==> src/rtl/music_pkg.sv <==
// Shared constants and types for the music note arbiter.
package music_pkg;

    localparam int unsigned NOTE_REST = 25;
    localparam int unsigned TMR_W     = 25;

    localparam logic [1:0] SRC_MENU = 2'd0;
    localparam logic [1:0] SRC_GAME = 2'd1;
    localparam logic [1:0] SRC_SFX  = 2'd2;
    localparam logic [1:0] SRC_NONE = 2'd3;

    typedef enum logic [1:0] {
        ST_BG  = 2'd0,
        ST_SFX = 2'd1,
        ST_GAP = 2'd2
    } arb_state_t;

endpackage

==> src/rtl/music_tick_timer.sv <==
// One-shot down-counter: start loads load_val, done is high on the last counted cycle.
module music_tick_timer
    import music_pkg::*;
#(
    parameter int unsigned         W       = TMR_W,
    parameter logic [W-1:0]        RST_VAL = '0
) (
    input  logic         clk,
    input  logic         rst_n,
    input  logic [W-1:0] load_val,
    input  logic         start,
    output logic         done
);

    logic [W-1:0] cnt;

    // Saturates at zero so an idle timer never wraps.
    always_ff @(posedge clk or negedge rst_n) begin
        if (!rst_n) begin
            cnt <= RST_VAL;
        end else if (start) begin
            cnt <= load_val;
        end else if (cnt != '0) begin
            cnt <= cnt - W'(1);
        end
    end

    assign done = (cnt == W'(1));

endmodule

==> src/rtl/music_note_arbiter.sv <==
// Arbitrates menu/game background music and sound effects onto one note stream.
// Optional one-deep pending effect slot: define SFX_QUEUE_EN.
module music_note_arbiter
    import music_pkg::*;
#(
    parameter int unsigned NOTE_W   = 5,
    parameter int unsigned STEP_CYC = 6000000,
    parameter int unsigned GAP_CYC  = 600000
) (
    input  logic              clk,
    input  logic              rst_n,
    input  logic [NOTE_W-1:0] menu_note,
    input  logic [NOTE_W-1:0] game_note,
    input  logic              mode_game,
    input  logic              sfx_req,
    input  logic [NOTE_W-1:0] sfx_note,
    input  logic [3:0]        sfx_len,
    input  logic              mute,
    output logic              sfx_ack,
    output logic              sfx_busy,
    output logic [NOTE_W-1:0] note_out,
    output logic [1:0]        src
);

    localparam logic [NOTE_W-1:0] REST     = NOTE_W'(NOTE_REST);
    localparam logic [TMR_W-1:0]  LOAD_STP = TMR_W'(STEP_CYC);
    localparam logic [TMR_W-1:0]  LOAD_GAP = TMR_W'(GAP_CYC);

    function automatic logic [NOTE_W-1:0] sat_note(input logic [NOTE_W-1:0] n);
        return (n > REST) ? REST : n;
    endfunction

    arb_state_t state, state_n;

    logic              mode_r;
    logic [NOTE_W-1:0] cur_note;
    logic [3:0]        cur_len;
    logic [3:0]        step_cnt;

    logic              accept;
    logic              sfx_end;
    logic              load_new;
    logic              step_adv;
    logic              ack_d;
    logic              tmr_start;
    logic [TMR_W-1:0]  tmr_load;
    logic              tmr_done;
    logic [NOTE_W-1:0] nxt_note;
    logic [NOTE_W-1:0] note_d;
    logic [1:0]        src_d;

`ifdef SFX_QUEUE_EN
    logic              slot_full;
    logic [NOTE_W-1:0] slot_note;
    logic [3:0]        slot_len;
    logic              q_acc;
    logic              load_slot;
    logic              slot_wr;

    assign q_acc = accept && !slot_full;
`endif

    assign accept  = sfx_req && (sfx_len != 4'd0);
    assign sfx_end = tmr_done && (step_cnt == cur_len - 4'd1);

    // One timer serves both phases; in SFX it is re-armed at every step boundary.
    music_tick_timer #(
        .W       (TMR_W),
        .RST_VAL (LOAD_GAP)
    ) u_timer (
        .clk      (clk),
        .rst_n    (rst_n),
        .load_val (tmr_load),
        .start    (tmr_start),
        .done     (tmr_done)
    );

    always_ff @(posedge clk or negedge rst_n) begin
        if (!rst_n) begin
            state <= ST_GAP;
        end else begin
            state <= state_n;
        end
    end

    always_comb begin
        state_n   = state;
        tmr_start = 1'b0;
        tmr_load  = LOAD_STP;
        load_new  = 1'b0;
        step_adv  = 1'b0;
        ack_d     = 1'b0;
`ifdef SFX_QUEUE_EN
        load_slot = 1'b0;
        slot_wr   = 1'b0;
`endif
        unique case (state)
            ST_BG: begin
                if (accept) begin
                    state_n   = ST_SFX;
                    tmr_start = 1'b1;
                    load_new  = 1'b1;
                    ack_d     = 1'b1;
                end else if (mode_game != mode_r) begin
                    state_n   = ST_GAP;
                    tmr_start = 1'b1;
                    tmr_load  = LOAD_GAP;
                end
            end
            ST_GAP: begin
                if (accept) begin
                    state_n   = ST_SFX;
                    tmr_start = 1'b1;
                    load_new  = 1'b1;
                    ack_d     = 1'b1;
                end else if (tmr_done) begin
                    state_n = ST_BG;
                end
            end
            ST_SFX: begin
                if (sfx_end) begin
`ifdef SFX_QUEUE_EN
                    if (slot_full) begin
                        tmr_start = 1'b1;
                        load_slot = 1'b1;
                    end else if (q_acc) begin
                        tmr_start = 1'b1;
                        load_new  = 1'b1;
                        ack_d     = 1'b1;
                    end else begin
                        state_n   = ST_GAP;
                        tmr_start = 1'b1;
                        tmr_load  = LOAD_GAP;
                    end
`else
                    state_n   = ST_GAP;
                    tmr_start = 1'b1;
                    tmr_load  = LOAD_GAP;
`endif
                end else if (tmr_done) begin
                    step_adv  = 1'b1;
                    tmr_start = 1'b1;
                end
`ifdef SFX_QUEUE_EN
                if (q_acc && !sfx_end) begin
                    slot_wr = 1'b1;
                    ack_d   = 1'b1;
                end
`endif
            end
            default: begin
                state_n = ST_GAP;
            end
        endcase
    end

    always_comb begin
        nxt_note = cur_note;
        if (load_new) begin
            nxt_note = sfx_note;
        end
`ifdef SFX_QUEUE_EN
        else if (load_slot) begin
            nxt_note = slot_note;
        end
`endif
        note_d = REST;
        src_d  = SRC_NONE;
        unique case (state_n)
            ST_BG: begin
                note_d = sat_note(mode_game ? game_note : menu_note);
                src_d  = mode_game ? SRC_GAME : SRC_MENU;
            end
            ST_SFX: begin
                note_d = sat_note(nxt_note);
                src_d  = SRC_SFX;
            end
            default: begin
                note_d = REST;
                src_d  = SRC_NONE;
            end
        endcase
    end

    assign sfx_busy = (state == ST_SFX);

    always_ff @(posedge clk or negedge rst_n) begin
        if (!rst_n) begin
            note_out <= REST;
            src      <= SRC_NONE;
            sfx_ack  <= 1'b0;
            mode_r   <= 1'b0;
            cur_note <= '0;
            cur_len  <= '0;
            step_cnt <= '0;
        end else begin
            note_out <= mute ? REST : note_d;
            src      <= src_d;
            sfx_ack  <= ack_d;
            if (state_n == ST_BG) begin
                mode_r <= mode_game;
            end
            if (load_new) begin
                cur_note <= sfx_note;
                cur_len  <= sfx_len;
                step_cnt <= '0;
            end
`ifdef SFX_QUEUE_EN
            else if (load_slot) begin
                cur_note <= slot_note;
                cur_len  <= slot_len;
                step_cnt <= '0;
            end
`endif
            else if (step_adv) begin
                step_cnt <= step_cnt + 4'd1;
            end
        end
    end

`ifdef SFX_QUEUE_EN
    always_ff @(posedge clk or negedge rst_n) begin
        if (!rst_n) begin
            slot_full <= 1'b0;
            slot_note <= '0;
            slot_len  <= '0;
        end else if (slot_wr) begin
            slot_full <= 1'b1;
            slot_note <= sfx_note;
            slot_len  <= sfx_len;
        end else if (load_slot) begin
            slot_full <= 1'b0;
        end
    end
`endif

endmodule

==> config.mk <==
export PLATFORM = sky130hd
export DESIGN_NAME = music_note_arbiter
export DESIGN_NICKNAME = d
export VERILOG_FILES = /design/src/rtl/music_pkg.sv /design/src/rtl/music_tick_timer.sv /design/src/rtl/music_note_arbiter.sv
export SDC_FILE = /design/constraint.sdc
export NUM_CORES = 1
export LEC_CHECK = 0
export ABC_CLOCK_PERIOD_IN_PS = 7000
export CAP_MARGIN = 5
export CORE_ASPECT_RATIO = 0.75
export CORE_MARGIN = 4
export CORE_UTILIZATION = 23
export CTS_CLUSTER_SIZE = 40
export DETAILED_ROUTE_END_ITERATION = 6
export PLACE_DENSITY = 0.45
export REMOVE_ABC_BUFFERS = 1
export SETUP_SLACK_MARGIN = 0.02
export SLEW_MARGIN = 20
export SYNTH_ARGS = -nofsm -noshare
export SYNTH_HDL_FRONTEND = slang
export SYNTH_HIERARCHICAL = 1
export SYNTH_SLANG_ARGS = --single-unit
==> constraint.sdc <==
create_clock -name clk -period 7 [get_ports clk]
set_input_delay 1.4 -clock clk [delete_from_list [all_inputs] [get_ports clk]]
set_output_delay 1.4 -clock clk [all_outputs]
set_load 0.005 [all_outputs]
==> impl_metrics.env, run 1 <==
export IMPL_outcome="complete, no violations"
export IMPL_synthesis_instances=299
export IMPL_area_growth_pct=23.43
export IMPL_synth_area_top_cells="dfrtp_1, dfstp_2, nand2_1"
export IMPL_dieHeight_um=104.3
export IMPL_ff2ff_setup_slack_ps=4000
export IMPL_dp_cells=499
export IMPL_numCtsBuffers=5
export IMPL_viasPerCell=4.517
export IMPL_io_buffers=32
export IMPL_yosysSeqAreaShare_pct=43.69
export IMPL_grt_met1_usage_pct=15.92
export IMPL_cp_slowest_stage_delay_ps=790
export IMPL_ant_nets=0
export IMPL_met2_usage_pct=13.99
export IMPL_min_delay_path_depth=2
export IMPL_cts_root_buf="clkbuf_16"
export IMPL_grt_usage_pct=10.28
export IMPL_rr_endpoint="u_timer/cnt[17]"
export IMPL_final_cells=507
export IMPL_design_area_um2=3513
export IMPL_insertedDiodeCount=0
export IMPL_cts_clk_slew_worst_paths_ps=60
export IMPL_whs_endpoint="cur_note[0]"
export IMPL_syn_cell_area_um2=2846
export IMPL_cts_htree_levels=2
export IMPL_layout_nets=373
export IMPL_cts_tree="built"
export IMPL_seqPwrFrac_pct=41.9
export IMPL_r2r_start="u_timer/cnt[18]"
export IMPL_cts_path_max_buffers=2
export IMPL_power_frac_clock_pct=18.2
export IMPL_yosys_top_cells_count="nand2_1, dfrtp_1, o21ai_0"
export IMPL_dr_pass1_iters=4
export IMPL_die_area_um2=14240
export IMPL_gp_congestion=0.7947
export IMPL_crit_path_top_delay_cell="clkdlybuf4s50_1"
export IMPL_cp_end_kind="register"
export IMPL_finalSetupViolCount=0
export IMPL_netlist_top_cell_by_area="dfrtp_1"
export IMPL_grt_pass1_vias=2233
export IMPL_vias=2290
export IMPL_worstPathCellList="clkdlybuf4s50_1 -> xnor2_1 -> or3_1 -> nand3_1 -> buf_4 -> inv_1 -> nand2_1 -> o21ai_0"
export IMPL_fin_util_pct=29.71
export IMPL_clk_latency_ps=290
export IMPL_wl_mm=6.958
export IMPL_period_needed_ps=3621
export IMPL_ys_types=58
export IMPL_drc=0
export IMPL_whs_ps=479.8
export IMPL_critPathArrivalTime_ps=3780
export IMPL_ir_drop_mv=0.1214
export IMPL_wire_per_inst_um=13.72
export IMPL_synth_seq_cells=49
export IMPL_core_area_um2=11830
export IMPL_cts_resized=0
export IMPL_ff2ff_path_depth=9
export IMPL_overflow=0
export IMPL_setup_tns_ps=0
export IMPL_finalCritPeriodShare_pct=51.72
export IMPL_cell_internal_pwr_mw=0.8083
export IMPL_leakagePower_nw=1.401
export IMPL_final_setup_skew_ps=9.209
export IMPL_worstSetupPathType="in -> reg"
export IMPL_fmax_mhz=276.2
export IMPL_post_cts_buffers=0
export IMPL_combPwrFrac_pct=39.9
export IMPL_ios=33
export IMPL_synth_edf_count=0
export IMPL_synth_warning_count=6
export IMPL_use_met3_pct=2.321
export IMPL_antenna_found_initial=0
export IMPL_hold_viol=0
export IMPL_switching_share_pct=38.14
export IMPL_cp_max_fo=35
export IMPL_path_delay_family="buffers and inverters"
export IMPL_grt_max_degree=50
export IMPL_worstMarginPinSlew_ps=728.3
export IMPL_max_slew_margin_rel_pct=50.81
export IMPL_powerDensity_nw_per_um2=371.9
export IMPL_ctsHoldBuffers=0
export IMPL_busiest_layer="met1"
export IMPL_rows=34
export IMPL_drv_cap=0
export IMPL_post_dp_cell_area_um2=3377
export IMPL_nFillCells=1297
export IMPL_slew_viol_final=0
export IMPL_dp_hpwl_mm=5.048
export IMPL_cts_num_sinks=49
export IMPL_critPathBufInv=3
export IMPL_switchingPower_mw=0.4984
export IMPL_worstSetupStartpointType="input pin"
export IMPL_die_w_um=136.5
export IMPL_synth_ff_type="dfrtp_1"
export IMPL_synth_most_common_cell="nand2_1"
export IMPL_drtIter0Drc=119
export IMPL_syn_area_per_cell_um2=9.520
export IMPL_initial_core_util_pct=24.07
export IMPL_hp_class="reg -> reg"
export IMPL_grt_pass1_wl_mm=11.74
export IMPL_rsz0062_at_grt="no"
export IMPL_ys_async_sr_fraction_pct=100.0
export IMPL_worstPathRequired_ps=7160
export IMPL_yosysTopAreaCellShare_pct=30.77
export IMPL_drive_gt1_share_pct=12.17
export IMPL_hold_path_startpoint="cur_note[0]"
==> layer usage <==
layer | vias to the layer above | share of wire [%]
met2 | 36 | 40
li1 | 1139 | -
met1 | 1107 | 55
met4 | 0 | 1.2
met3 | 8 | 2.9
met5 | - | 0
==> cell families after synthesis <==
kind of cell | after synthesis | share of synthesized area, %
AND/OR/NAND/NOR | 128 | 24.53
AO/OA/AOI/OAI | 64 | 15.30
flip-flops | 49 | 43.69
XOR/XNOR | 21 | 6.989
buffers and inverters | 20 | 3.252
multiplexers | 10 | 3.780
adder cells (fa/ha/maj) | 5 | 2.198
other | 2 | 0.2638
==> layout by cell type (no fill, tap or decap), drive strengths merged, types with 8 or more instances in the layout <==
cell type      instances
a21oi                 11
nor3                   8
nand2                 55
xnor2                 12
dfstp                 14
dfrtp                 35
nand3                 11
clkdlybuf4s50         31
nor2                  13
or3                   11
xor2                   8
conb                  17
clkbuf                 8
o21ai                 20
inv                    9
==> worst reg2reg max path, stage by stage (launching register included) <==
cell and delay, ps:
dfrtp_1 390, or4_1 670, nor3_4 320, and3_1 310, nand2_1 90, nand3_1 110, buf_4 330, inv_1 240
nand2_1 280, o21ai_0 140
==> registers in the layout, indices dropped and copies added (netlist names) <==
name and count:
note_out 5, state 2, step_cnt 4, u_timer/cnt 25
sfx_ack 1, mode_r 1, src 2, cur_len 4
cur_note 5
==> layout make-up <==
type / count / area [um^2] / share of cell area, %
sequential: 49 / 1244 / 35.40
multi-input combinational: 245 / 1567 / 44.59
inverter: 9 / 33.78 / 0.9615
tap: 162 / 202.7 / 5.769
timing repair buffer: 34 / 330.3 / 9.402
clock buffer: 8 / 136.4 / 3.882
==> power groups by stage <==
stage               Sequential, mW  Combinational [mW]  Clock (mW)
global route                 0.568               0.596       0.259
detailed placement           0.551               0.524           0
global placement             0.550               0.521           0
finish                       0.548               0.521       0.238
CTS                          0.547               0.528       0.247
floorplan                    0.524               0.371           0
==> through the flow <==
stage	setup slack, ps	power (mW)
floorplan	3464	0.8953
global placement	3149	1.071
detailed placement	3059	1.075
CTS	3368	1.323
global route	3130	1.422
finish	3379	1.307
==> how the worst max path moves through the flow <==
stage	startpoint	to	slack (ps)	cells after the start
after floorplan	sfx_len[3]	u_timer/cnt[19]	3460	6
after global placement	mode_game	u_timer/cnt[18]	3150	8
after detailed placement	mode_game	u_timer/cnt[22]	3060	8
after CTS	mode_game	u_timer/cnt[18]	3370	8
after global routing	mode_game	u_timer/cnt[17]	3130	8
final	mode_game	u_timer/cnt[17]	3380	8
Power figures use the tool's default switching activity.
==> inputs of run 2 (changes only) <==
--- a/config.mk
+++ b/config.mk
@@ -5,7 +5,7 @@
 export SDC_FILE = /design/constraint.sdc
 export NUM_CORES = 1
 export LEC_CHECK = 0
-export ABC_CLOCK_PERIOD_IN_PS = 7000
+export ABC_CLOCK_PERIOD_IN_PS = 3550
 export CAP_MARGIN = 5
 export CORE_ASPECT_RATIO = 0.75
 export CORE_MARGIN = 4
==> constraint.sdc (replaced) <==
create_clock -name clk -period 3.55 [get_ports clk]
set_input_delay 0.71 -clock clk [delete_from_list [all_inputs] [get_ports clk]]
set_output_delay 0.71 -clock clk [all_outputs]
set_load 0.005 [all_outputs]
==> impl_metrics.env, run 2 (synthesized netlist as in run 1, its figures left out) <==
export IMPL_slew_viol_final=0
export IMPL_gp_congestion=0.7571
export IMPL_final_cell_mix="nand2_1, dfrtp_1, clkdlybuf4s50_1"
export IMPL_insertedDiodeCount=0
export IMPL_die_w_um=136.5
export IMPL_cts_htree_levels=2
export IMPL_finalSetupViolCount=0
export IMPL_drtIter0Drc=112
export IMPL_drv_cap=0
export IMPL_setup_tns_ps=0
export IMPL_ios=33
export IMPL_drive_gt1_share_pct=13.79
export IMPL_drc=0
export IMPL_antenna_found_initial=0
export IMPL_cts_clk_slew_worst_paths_ps=70
export IMPL_worstSetupPathType="reg -> reg"
export IMPL_final_cells=510
export IMPL_layout_nets=376
export IMPL_critPathArrivalTime_ps=2920
export IMPL_grt_pass1_wl_mm=11.96
export IMPL_initial_core_util_pct=24.07
export IMPL_max_slew_margin_rel_pct=46.10
export IMPL_multi_input_area_um2=1567
export IMPL_cts_path_max_buffers=2
export IMPL_core_area_um2=11830
export IMPL_io_buffers=32
export IMPL_fmax_mhz=364.7
export IMPL_grt_max_degree=35
export IMPL_ff2ff_path_depth=6
export IMPL_worstPathRequired_ps=3730
export IMPL_post_cts_buffers=0
export IMPL_cts_root_buf="clkbuf_16"
export IMPL_grt_usage_pct=10.59
export IMPL_ant_nets=0
export IMPL_worstSetupStartpointType="register"
export IMPL_viasPerCell=4.461
export IMPL_wire_per_inst_um=13.70
export IMPL_cp_end_kind="register"
export IMPL_wl_mm=6.986
export IMPL_clk_latency_ps=290
export IMPL_cts_resized=0
export IMPL_power_mw=2.689
export IMPL_hold_viol=0
export IMPL_cts_num_sinks=49
export IMPL_vias=2275
export IMPL_register_area_um2=1244
export IMPL_outcome="complete, no violations"
export IMPL_area_growth_pct=25.63
export IMPL_nFillCells=1267
export IMPL_rows=34
export IMPL_final_common_cell="nand2_1"
export IMPL_rr_endpoint="mode_r"
export IMPL_leakagePower_nw=1.433
export IMPL_dieHeight_um=104.3
export IMPL_r2r_start="u_timer/cnt[18]"
export IMPL_dp_cells=502
export IMPL_die_area_um2=14240
export IMPL_period_needed_ps=2742
export IMPL_rsz0062_at_grt="no"
export IMPL_ctsHoldBuffers=0
export IMPL_cts_tree="built"
export IMPL_finalCritPeriodShare_pct=77.23
export IMPL_fin_util_pct=30.24
export IMPL_dr_pass1_iters=4
export IMPL_ff2ff_setup_slack_ps=810
export IMPL_numCtsBuffers=5
export IMPL_grt_pass1_vias=2250
export IMPL_worstMarginPinSlew_ps=798.1
export IMPL_ir_drop_mv=0.2596
export IMPL_powerDensity_nw_per_um2=752.0
export IMPL_regMostFlops="u_timer/cnt"
export IMPL_cp_max_fo=6
export IMPL_reg_largest_list="u_timer/cnt x25, cur_note x5, note_out x5"
export IMPL_dp_hpwl_mm=5.152
export IMPL_overflow=0
export IMPL_hp_class="in -> async"
export IMPL_largest_register_ffs=25
export IMPL_final_setup_skew_ps=7.795
==> run 2: cell types whose count changed in the layout (fill, tap and decap cells not counted) <==
cell | before | now
buf_4 | 2 | 5
clkbuf_1 | 3 | 0
bufinv_16 | 0 | 1
clkbuf_8 | 0 | 1
clkinvlp_4 | 0 | 1
==> run 2: final cells by class <==
class,count,area share (%)
multi-input cells,245,43.81
clock buffers,6,3.884
clock inverters,2,1.050
flip-flops and latches,49,34.78
repair buffers,37,9.867
well taps,162,5.668
inverters,9,0.9447
==> run 2: how the worst max path moves through the flow <==
stage / endpoint / from / depth (start not counted)
finish: mode_r / u_timer/cnt[18] / 6
global route: u_timer/cnt[17] / u_timer/cnt[11] / 8
CTS: mode_r / u_timer/cnt[18] / 6
detailed placement: u_timer/cnt[17] / sfx_len[3] / 7
global placement: u_timer/cnt[10] / sfx_len[3] / 7
floorplan: u_timer/cnt[17] / u_timer/cnt[18] / 8
==> run 2: where the power goes <==
group | internal [mW] | switching, mW | leakage, nW
clock network | 0.352 | 0.218 | 0.0831
registers | 0.848 | 0.231 | 0.575
logic | 0.494 | 0.546 | 0.775
total | 1.69 | 0.995 | 1.43
==> run 2: routing by layer <==
metal	routed length, um	vias up	track usage (%)
met2	2710	31	13.57
met3	232	7	2.273
met1	3957	1087	17.22
met5	0	-	0
met4	85	0	3.022
li1	-	1150	-
==> run 2: worst max-delay path, stage by stage (launching register included) <==
cell     delay, ps
dfrtp_1        390
or4_1          680
nor3_4         320
and3_1         310
mux2i_1        140
nor3_2         400
mux2_2         390
==> run 2: through the flow <==
| step | cell area, um^2 | hold WS [ps] | worst slack (ps) |
|---|---|---|---|
| after CTS | 3576 | 424.5 | 776.2 |
| after detailed placement | 3400 | 475.7 | 589.2 |
| after global placement | 3400 | 461.0 | 676.1 |
| after floorplan | 2844 | 414.4 | 679.7 |
| after global routing | 3576 | 444.0 | 589.1 |
| final | 3576 | 409.1 | 808.4 |
==> inputs of run 3 (changes only) <==
--- a/config.mk
+++ b/config.mk
@@ -5,14 +5,14 @@
 export SDC_FILE = /design/constraint.sdc
 export NUM_CORES = 1
 export LEC_CHECK = 0
-export ABC_CLOCK_PERIOD_IN_PS = 3550
+export ABC_CLOCK_PERIOD_IN_PS = 2300
 export CAP_MARGIN = 5
 export CORE_ASPECT_RATIO = 0.75
 export CORE_MARGIN = 4
 export CORE_UTILIZATION = 23
 export CTS_CLUSTER_SIZE = 40
 export DETAILED_ROUTE_END_ITERATION = 6
-export PLACE_DENSITY = 0.45
+export PLACE_DENSITY = 0.46
 export REMOVE_ABC_BUFFERS = 1
 export SETUP_SLACK_MARGIN = 0.02
 export SLEW_MARGIN = 20
==> constraint.sdc (replaced) <==
create_clock -name clk -period 2.3 [get_ports clk]
set_input_delay 0.46 -clock clk [delete_from_list [all_inputs] [get_ports clk]]
set_output_delay 0.46 -clock clk [all_outputs]
set_load 0.005 [all_outputs]
==> impl_metrics.env, run 3 (synthesized netlist as in run 1, its figures left out) <==
export IMPL_worstPathRequired_ps=2510
export IMPL_dr_pass1_iters=4
export IMPL_hp_class="in -> async"
export IMPL_finalCritPeriodShare_pct=95.39
export IMPL_grt_max_degree=25
export IMPL_fmax_mhz=455.8
export IMPL_final_setup_skew_ps=5.249
export IMPL_grt_pass1_vias=2458
export IMPL_layout_nets=418
export IMPL_grt_pass1_wl_mm=13.17
export IMPL_post_dp_cell_area_um2=3727
export IMPL_critPathBufInv=2
export IMPL_drc=0
export IMPL_rr_endpoint="u_timer/cnt[13]"
export IMPL_dp_hpwl_mm=6.201
export IMPL_io_buffers=32
export IMPL_worstPathCellList="or4_4 -> nor3_4 -> and3_4 -> buf_4 -> nand4_1 -> nor2b_4 -> inv_2 -> a2bb2oi_1"
export IMPL_numCtsBuffers=5
export IMPL_powerDensity_nw_per_um2=1141
export IMPL_fin_util_pct=33.43
export IMPL_design_area_um2=3954
export IMPL_crit_path_top_delay_cell="or4_4"
export IMPL_met2_usage_pct=15.55
export IMPL_whs_ps=88.70
export IMPL_initial_core_util_pct=24.07
export IMPL_path_delay_family="simple AND/OR/NAND/NOR gates"
export IMPL_post_cts_buffers=0
export IMPL_crit_cells=8
export IMPL_wl_mm=8.039
export IMPL_dieHeight_um=104.3
export IMPL_finalSetupViolCount=0
export IMPL_cts_tree="built"
export IMPL_slew_viol_final=0
export IMPL_viasPerCell=4.460
export IMPL_ant_nets=0
export IMPL_worstSetupStartpointType="register"
export IMPL_critPathArrivalTime_ps=2410
export IMPL_hold_viol=0
export IMPL_ios=33
export IMPL_busiest_layer="met1"
export IMPL_wire_per_inst_um=14.56
export IMPL_reg_largest_list="u_timer/cnt x25, cur_note x5, note_out x5"
export IMPL_vias=2462
export IMPL_insertedDiodeCount=0
export IMPL_outcome="complete, no violations"
export IMPL_period_needed_ps=2194
export IMPL_leakagePower_nw=1.667
export IMPL_cp_slowest_stage_delay_ps=550
export IMPL_drv_cap=0
export IMPL_cts_path_max_buffers=2
export IMPL_regMostFlops="u_timer/cnt"
export IMPL_overflow=0
export IMPL_cts_num_sinks=49
export IMPL_gp_congestion=0.8136
export IMPL_nFillCells=1266
export IMPL_die_area_um2=14240
export IMPL_ff2ff_path_depth=8
export IMPL_drive_gt1_share_pct=26.15
export IMPL_ctsHoldBuffers=0
export IMPL_cp_end_kind="register"
export IMPL_critPathLaunch="u_timer/cnt[16]"
export IMPL_core_area_um2=11830
export IMPL_rows=34
export IMPL_antenna_found_initial=0
export IMPL_cts_htree_levels=2
export IMPL_power_mw=4.510
export IMPL_clk_latency_ps=290
export IMPL_ff2ff_setup_slack_ps=110
export IMPL_largest_register_ffs=25
export IMPL_area_growth_pct=38.90
export IMPL_dp_cells=544
export IMPL_grt_usage_pct=11.73
export IMPL_ir_drop_mv=0.3971
export IMPL_cts_clk_slew_worst_paths_ps=70
export IMPL_use_met3_pct=2.466
export IMPL_grt_met1_usage_pct=18.86
export IMPL_drtIter0Drc=131
export IMPL_final_cell_mix="nand2_1, buf_4, dfrtp_1"
export IMPL_die_w_um=136.5
export IMPL_final_common_cell="nand2_1"
export IMPL_cts_root_buf="clkbuf_16"
export IMPL_worstSetupPathType="reg -> reg"
export IMPL_rsz0062_at_grt="no"
export IMPL_final_cells=552
export IMPL_cp_max_fo=6
export IMPL_r2r_start="u_timer/cnt[16]"
-- run 3: cell types whose count changed in the layout (fill, tap and decap cells not counted), moves of 2 or more --
| cell | previous run | this run |
|---|---|---|
| buf_4 | 5 | 45 |
| clkinv_2 | 0 | 2 |
| nand3_1 | 11 | 9 |
| nand3_2 | 0 | 2 |
| nor2b_1 | 3 | 1 |
| nor4_1 | 4 | 2 |
-- run 3: how the worst max path moves through the flow --
stage                 endpoint  slack, ps
2_1_floorplan  u_timer/cnt[17]       -570
3_3_place_gp       note_out[4]        -10
3_5_place_dp       note_out[3]        -80
4_1_cts            note_out[0]         20
5_1_grt         u_timer/cnt[6]         10
6_report       u_timer/cnt[13]        110
-- run 3: cell type report --
type | count | area (um^2) | area share [%]
Timing Repair Buffer | 79 | 684.4 | 17.31
Inverter | 9 | 33.78 | 0.8544
Clock inverter | 2 | 10.01 | 0.2532
Tap cell | 162 | 202.7 | 5.127
Clock buffer | 6 | 128.9 | 3.260
Sequential cell | 49 | 1245 | 31.49
Multi-Input combinational cell | 245 | 1649 | 41.71
-- run 3: through the flow --
step / setup slack, ps / setup TNS [ps]
after floorplan: -570.3 / -8841
after global placement: -10.88 / -23.91
after detailed placement: -84.87 / -643.0
after CTS: 23.47 / 0
after global routing: 9.950 / 0
final: 106.0 / 0
-- run 3: routing by layer --
layer / routed length [um] / up-vias
met5: 0 / -
met4: 52 / 0
met3: 378 / 4
met2: 3189 / 50
met1: 4419 / 1175
li1: - / 1233
-- run 3: power breakdown --
| group | internal [mW] | switching, mW | total, mW |
|---|---|---|---|
| sequential | 1.31 | 0.316 | 1.63 |
| combinational | 1.09 | 1.07 | 2.16 |
| clock | 0.400 | 0.322 | 0.723 |
-- run 3: what timing repair did --
action                                  4_1_cts  5_1_grt
endpoints found under the setup margin       26       33
pin swaps                                     2        4
gates cloned                                  0        0
resized for setup                             4       14
